==> config.mk <==
export PLATFORM = sky130hd
export DESIGN_NAME = serial_subtractor
export DESIGN_NICKNAME = d
export VERILOG_FILES = /design/src/rtl/sub_pkg.sv /design/src/rtl/full_sub.sv /design/src/rtl/serial_subtractor.sv
export SDC_FILE = /design/constraint.sdc
export NUM_CORES = 1
export LEC_CHECK = 0
export CORE_UTILIZATION = 28
export DETAILED_ROUTE_END_ITERATION = 10
export REMOVE_ABC_BUFFERS = 1
export SYNTH_ARGS = -nofsm -noshare
export SYNTH_HDL_FRONTEND = slang
export SYNTH_SLANG_ARGS = --single-unit
export TNS_END_PERCENT = 10
==> constraint.sdc <==
create_clock -name clk -period 1.7 [get_ports clk]
set_input_delay 0.17 -clock clk [delete_from_list [all_inputs] [get_ports clk]]
set_output_delay 0.17 -clock clk [all_outputs]
set_load 0.02 [all_outputs]
==> src/rtl/sub_pkg.sv <==
// ============================================================================
// sub_pkg : shared state encoding and default width for serial_subtractor
// Revision: 1.0
// ============================================================================
`default_nettype none

package sub_pkg;

    localparam int c_width_default = 16;

    typedef enum logic [1:0] {
        IDLE = 2'd0,
        RUN  = 2'd1,
        DONE = 2'd2
    } sub_state_t;

endpackage

`default_nettype wire

==> src/rtl/full_sub.sv <==
// ============================================================================
// full_sub : 1-bit full subtractor, d = a - b - bin with borrow out
// Revision: 1.0
// ============================================================================
`default_nettype none

module full_sub (
    input  logic a,
    input  logic b,
    input  logic bin,
    output logic d,
    output logic bout
);

    logic w_ab_x;
    logic w_a_n;
    logic w_ab_xn;
    logic w_t1;
    logic w_t2;

    xor g_x1 (w_ab_x, a, b);
    xor g_x2 (d, w_ab_x, bin);

    // Borrow when a=0,b=1, or when a==b and a borrow is already pending.
    not g_n1 (w_a_n, a);
    and g_a1 (w_t1, w_a_n, b);
    not g_n2 (w_ab_xn, w_ab_x);
    and g_a2 (w_t2, w_ab_xn, bin);
    or  g_o1 (bout, w_t1, w_t2);

endmodule

`default_nettype wire

==> src/rtl/serial_subtractor.sv <==
// ============================================================================
// serial_subtractor : bit-serial a - b - bin, one bit per clock, LSB first
// Revision: 1.0
// ============================================================================
`default_nettype none

module serial_subtractor
    import sub_pkg::*;
#(
    parameter int WIDTH = c_width_default
) (
    input  logic             clk,
    input  logic             rst,
    input  logic             start,
    input  logic [WIDTH-1:0] a,
    input  logic [WIDTH-1:0] b,
    input  logic             bin,
    output logic             busy,
    output logic             done,
    output logic [WIDTH-1:0] diff,
    output logic             bout,
    output logic             ovf
);

    localparam int                c_cnt_w = $clog2(WIDTH);
    localparam logic [c_cnt_w-1:0] c_last = c_cnt_w'(WIDTH - 1);

    sub_state_t         r_state;
    sub_state_t         w_state_next;
    logic [WIDTH-1:0]   r_a;
    logic [WIDTH-1:0]   r_b;
    logic               r_br;
    logic [c_cnt_w-1:0] r_cnt;
    logic [WIDTH-2:0]   r_sh;
    logic [WIDTH-1:0]   w_sh_next;
    logic               w_d;
    logic               w_bout;
    logic               w_accept;
    logic               w_last;

    full_sub u_full_sub (
        .a    (r_a[0]),
        .b    (r_b[0]),
        .bin  (r_br),
        .d    (w_d),
        .bout (w_bout)
    );

    assign w_accept  = start && ((r_state == IDLE) || (r_state == DONE));
    assign w_last    = (r_cnt == c_last);
    // Only the upper WIDTH-1 result bits need storage; the final bit is
    // merged in on the same edge that loads diff.
    assign w_sh_next = {w_d, r_sh};
    assign busy      = (r_state == RUN);
    assign done      = (r_state == DONE);

    always_ff @(posedge clk) begin
        if (rst) begin
            r_state <= IDLE;
        end else begin
            r_state <= w_state_next;
        end
    end

    always_comb begin
        w_state_next = r_state;
        case (r_state)
            IDLE:    if (start)  w_state_next = RUN;
            RUN:     if (w_last) w_state_next = DONE;
            DONE:    w_state_next = start ? RUN : IDLE;
            default: w_state_next = IDLE;
        endcase
    end

    always_ff @(posedge clk) begin
        if (rst) begin
            r_a   <= '0;
            r_b   <= '0;
            r_br  <= 1'b0;
            r_cnt <= '0;
            r_sh  <= '0;
            diff  <= '0;
            bout  <= 1'b0;
            ovf   <= 1'b0;
        end else if (w_accept) begin
            r_a   <= a;
            r_b   <= b;
            r_br  <= bin;
            r_cnt <= '0;
        end else if (r_state == RUN) begin
            r_a  <= r_a >> 1;
            r_b  <= r_b >> 1;
            r_br <= w_bout;
            r_sh <= w_sh_next[WIDTH-1:1];
            if (w_last) begin
                // On the last bit r_a[0]/r_b[0] are the operand sign bits.
                diff <= w_sh_next;
                bout <= w_bout;
                ovf  <= (r_a[0] ^ r_b[0]) & (w_d ^ r_a[0]);
            end else begin
                r_cnt <= r_cnt + 1'b1;
            end
        end
    end

endmodule

`default_nettype wire

==> results.toml <==
[detailed_routing]
wl_per_cell_um = 12.8
vias_per_cell = 4.74
drt-pass1-iter-count = 4
wl_met1_um = 3140
drc_errors = 0
drt-initial-drc-count = 148
top_layer = "met4"
vias = 2396
ant_nets = 0
dr_wl_met2_um = 3000
dr_wl_met3_um = 303
wirelength_um = 6480

[die]
coreArea_um2 = 9680
die_w_um = 102
ios = 56
die_h_um = 102
die-area_um2 = 10300
row_count = 36
start_util_pct = 28.7

[job]
maxCapViolations = 0

[timing]
rsz0062_at_grt = "true"
fin_crit_sh_pct = 98.7
setup_viol = 0
setup_ws_ps = 22.9
worstMarginPinSlew_ps = 478
hold_slack_ps = 160
period_minus_slack_ps = 1680
clock-skew-final_ps = 6.70
relSlewSlack_pct = 68.1
hold_viol_final = 0
fmax_mhz = 596
slew_viol_final = 0

[cts]
path_clk_slew_ps = 80
post_cts_buffers = 0
hold_buffers = 0
cts-root-buf = "clkbuf_8"
clock_latency_ps = 340
h-tree-depth = 3
numCtsBuffers = 9
cts_sinks = 72
tritoncts = "built"
clockBufferDepth = 2

[global_routing]
grt_pass1_wl_um = 11100
grt_overflow = 0
grt_usage_pct = 13.6
grt_max_degree = 54
grt_pass1_vias = 2346
antenna_found_initial = 0

[cells_and_area]
fillers = 976
nets = 406
area_growth_pct = 32.5
drive_gt1_share_pct = 9.95
num_antenna_cells = 0

[power]
p_int_mw = 2.63
peakVddDrop_mv = 0.526
clkPwrFrac_pct = 37.4
p_total_mw = 3.55
power.switching_mw = 0.920
power_density_nw_per_um2 = 963
netSwitchingFraction_pct = 25.9
power.share.combinational_pct = 11.7
p_leak_nw = 1.31
seqPwrFrac_pct = 50.9

[setup_path]
slowest_delay_ps = 490
worstPathArrival_ps = 1940
crit_fanout = 3
startpoint = "r_a[0]$_SDFFE_PP0P_"
required_ps = 1970
cp_num_buf_inv = 1
r2r-start = "r_a[0]$_SDFFE_PP0P_"
worstSetupEndpointType = "flop"
cp-start-kind = "flop"
path_cells = "inv_1, fa_1, xor2_1, or4_1, a21oi_1"
cp_top_family = "adder cells"
critPathKind = "reg -> reg"
critPathSlowestCell = "fa_1"

[synthesis]
synth_edf_count = 0
ys.flop_type = "dfxtp_1"
ys_seq_area_share_pct = 51.8
postSynth.asyncResetShare_pct = 0
synthMuxAreaShare_pct = 0.360
synth_cell_type_count = 35
syn_area_um2 = 2780
syn_avg_cell_area_um2 = 8.83
synth_warnings = 0
synth_xor_area_share_pct = 0.315
ys_seq_elements = 72
yosys.area_share.simple_pct = 20.5
netlist_instances = 315
synth_top_family_by_area = "simple AND/OR/NAND/NOR gates"
synth_adder_area_share_pct = 1.62
synth-compound-area-share_pct = 20.4

[place]
place_ws_ps = 30.5
place.gp.congestion = 0.700
hpwl_um = 4320
portBuffers = 55

[hold_path]
hp-class = "in -> reg"
hold_path_startpoint = "rst"

[run_status]
outcome = "finished, final reports clean"
==> power groups by stage <==
stage / Combinational (mW) / Sequential (mW) / Clock (mW)
2_1_floorplan: 0.212 / 1.84 / 0
3_3_place_gp: 0.411 / 1.84 / 0
3_5_place_dp: 0.418 / 1.85 / 0
4_1_cts: 0.419 / 1.81 / 1.36
5_1_grt: 0.468 / 1.82 / 1.43
6_report: 0.417 / 1.81 / 1.33
==> repair_timing <==
| item | in CTS | in global routing |
|---|---|---|
| gates resized for setup | 1 | 3 |
| endpoints found under the setup margin | 1 | 19 |
| pin swaps | 0 | 0 |
| hold endpoints to repair | 0 | 0 |
==> cell usage after synthesis, types with 2 or more instances <==
cell,n,share of area [%]
ha_1,2,0.90
nor2_1,23,3.1
a211oi_1,3,0.81
o21ai_0,4,0.72
and2b_1,2,0.54
nor4_1,2,0.45
a311oi_1,21,6.6
a22oi_1,4,1.1
o22ai_1,6,1.3
inv_1,2,0.27
clkbuf_1,9,1.2
nand2_1,72,9.7
a21oi_1,23,4.1
buf_2,13,2.3
buf_1,3,0.40
a22o_1,16,5.0
dfxtp_1,72,52
nor3_1,14,2.5
nand3_1,8,1.4
==> sequential cells by signal, summed over array words and instances, names as in the netlist, 2 cells and up <==
register and flops:
r_cnt 4, r_state 2, diff 16, r_b 16, r_a 16, r_sh 15
==> kinds of logic after synthesis <==
| kind of cell | after synthesis |
|---|---|
| buf+inv | 30 |
| simple gates | 129 |
| flops | 72 |
| xor+xnor | 1 |
| compound gates | 79 |
| fa+ha+maj | 3 |
| mux | 1 |
==> cell usage in the layout (no fill, tap or decap), types with 6 or more instances in the layout <==
master,n
a21oi_1,23
a22o_1,16
a311oi_1,21
buf_4,12
clkbuf_8,9
clkdlybuf4s50_1,52
dfxtp_1,72
nand2_1,72
nand3_1,8
nor2_1,23
nor3_1,14
o22ai_1,6
==> cell type report <==
type | instances | area (um2) | share of cell area (%)
Tap cell | 133 | 166 | 4.52
Sequential cell | 72 | 1440 | 39.1
Timing Repair Buffer | 68 | 657 | 17.8
Clock inverter | 7 | 72.6 | 1.97
Multi-Input combinational cell | 213 | 1210 | 32.9
Inverter | 3 | 11.3 | 0.306
Clock buffer | 9 | 124 | 3.36
==> through the flow <==
stage               util [%]  cells  setup TNS [ps]  area [um2]
global placement        35.9    489               0        3480
CTS                     37.9    505               0        3670
detailed placement      35.9    489               0        3480
global route            38.0    505           -45.7        3680
finish                  38.0    505               0        3680
floorplan                  -    288           -5770        2650
==> layer usage <==
| layer | vias up | global-route usage [%] |
|---|---|---|
| li1 | 1222 | - |
| met1 | 1116 | 17.2 |
| met2 | 54 | 21.8 |
| met3 | 4 | 5.38 |
| met4 | 0 | 3.23 |
| met5 | - | 0 |
==> path summary, 6_finish.rpt <==
path	slack, ps	depth (start not counted)	to
setup / recovery	20	5	ovf$_SDFFE_PP0P_
hold / removal	160	2	r_br$_SDFFE_PP0P_
setup reg to reg	20	5	ovf$_SDFFE_PP0P_
hold reg to reg	470	2	r_sh[0]$_SDFFE_PP0P_
Power figures use the tool's default switching activity.
==> RTL edit, RTL diff (same settings) <==
Encoding of `sub_state_t`: now one-hot (3 bits for 3 states).
--- a/src/rtl/sub_pkg.sv
+++ b/src/rtl/sub_pkg.sv
@@ -10,6 +10,6 @@
 
-    typedef enum logic [1:0] {
-        IDLE = 2'd0,
-        RUN  = 2'd1,
-        DONE = 2'd2
+    typedef enum logic [2:0] {
+        IDLE = 3'b001,
+        RUN  = 3'b010,
+        DONE = 3'b100
     } sub_state_t;
Check against the original RTL: no difference found for any inputs over 10 cycles, from zero or initial values and one cycle with rst high; not proved beyond that.
==> RTL edit against the original RTL <==
- via count is 18% higher
- setup slack better by 0.030 ns
- area after synthesis is 10% higher
- cell count is 11% higher
- non-clock buffer count is 9 higher
- routed wire length is 16% higher
- final area is 10% higher
- global-route usage is 0.33 points higher
- sequential cell count is 1 higher
- total power is 4.1% higher
- critical endpoint unchanged
- largest cell class unchanged
- highest routed layer unchanged
==> RTL edit: results (changes against the original RTL) <==
Finish
  • Final clock-cell share: 0.05182 (-0.001491)
  • Fill count: 1,083 (+11%)
  • Proportion of cell area occupied by multi-input gates: 0.3563 (+0.02723)
  • Clock buffers: 12 (+3)
  • Non-clock buffers: 77 (+13%)
  • Comb_multi_in: 259 (+22%)
  • Fraction of area in registers: 0.3603 (-0.03090)
  • Fin cells: 562 (+11%)
  • Buffer share of cell area: 0.1878 (+0.009579)
  • Area occupied by multi-input gates: 1445 um2 (+19%)

Yosys
  • Most frequent cells after synthesis: 73 x dfxtp_1, 73 x nand2_1, 49 x a21oi_1
  • Synth Area in XOR/XNOR: 0.008571 (+0.005423)
  • Seq/Total Area, Yosys: 0.4767 (-0.04148)
  • Post-Synthesis Cells: 373 (+18%)
  • Synth Area in Compound Gates: 0.2416 (+0.03785)
  • Post-Synth Adder-Cell Area: 0.01469 (-0.001500)
  • Mapped Area: 3065 um2 (+10%)
  • Post-synthesis mux area share: 0 (-0.003599)
  • Library cells used by synthesis: 31 (-11%)

CTS
  • Post-CTS sizing: 3 (+2)
  • Sink Count: 73 (+1.4%)

Min path
  • Worst Hold Endpoint: r_b[15]$_SDFFE_PP0P_

Global route
  • Met1 usage: 0.1876 (+0.01544)
  • Vias in the first global route: 2,587 (+10%)
  • Pin count of the biggest net entering global routing: 47 (-13%)
  • GRT met2 Usage: 0.2088 (-0.009539)
  • First-pass GRT wire length: 12,520 um (+13%)
  • GRT Total Usage: 0.1398 (+0.003330)
  • GR Util met3: 0.03830 (-0.01553)

Place
  • Placed cell count: 547 (+12%)
  • Pre-CTS setup slack: 0.06436 ns (+0.03389 ns)
  • Dpl hpwl: 4859 um (+13%)
  • Placed cell areas: 3845 um2 (+11%)

Pwr
  • PD cells: 910.8 nW/um2 (-5.5%)
  • Flop pwr share: 0.492 (-0.017)
  • Max IR drop VDD: 375.6 uV (-29%)
  • Total internal power: 2.845 mW (+8.2%)

STA
  • Final min period: 1.647 ns (-0.02964 ns)
  • Clock skew: 0.009830 ns (+0.003130 ns)
  • Slew margin rel.: 0.6470 (-0.03397)
  • Worst hold margin: 0.3087 ns (+0.1485 ns)

Critical path
  • CP arrival: 1.92 ns (-0.02 ns)
  • Critical Path Source: r_a[0]$_SDFFE_PP0P_
  • Flop2flop setup slack: 0.05 ns (+0.03 ns)

Routing
  • WL met3: 406 um (+34%)
  • DR iter-0 viols: 141 (-4.7%)
  • Met1 WL: 3681 um (+17%)

Run status
  • Status: finished, final reports clean
## RTL edit: changes by cell type in the layout (fill, tap and decap cells not counted), sizes merged, moves of 6 or more
cell and change:
a21oi +25, nor2 -22, a22o -16, o21ai +15
nand3 +12, o211ai +12, a32oi +10, buf +9
nor2b +9, nor3 +9, o22ai -6
## RTL edit: worst max-delay path by stage
stage                     cells past startpoint             endpoint
after floorplan                               4  r_b[0]$_SDFFE_PP0P_
after global placement                        5     ovf$_SDFFE_PP0P_
after detailed placement                      5     ovf$_SDFFE_PP0P_
after CTS                                     3                 busy
after global routing                          5     ovf$_SDFFE_PP0P_
final                                         5     ovf$_SDFFE_PP0P_
## RTL edit: critical path, delay by kind of cell (launching register included)
| family | cells | cell delay (ns) |
|---|---|---|
| buffers and inverters | 1 | 0.06 |
| AND/OR/NAND/NOR | 1 | 0.40 |
| adder cells (fa/ha/maj) | 1 | 0.49 |
| flip-flops | 1 | 0.33 |
| AO/OA/AOI/OAI | 1 | 0.14 |
| XOR/XNOR | 1 | 0.16 |
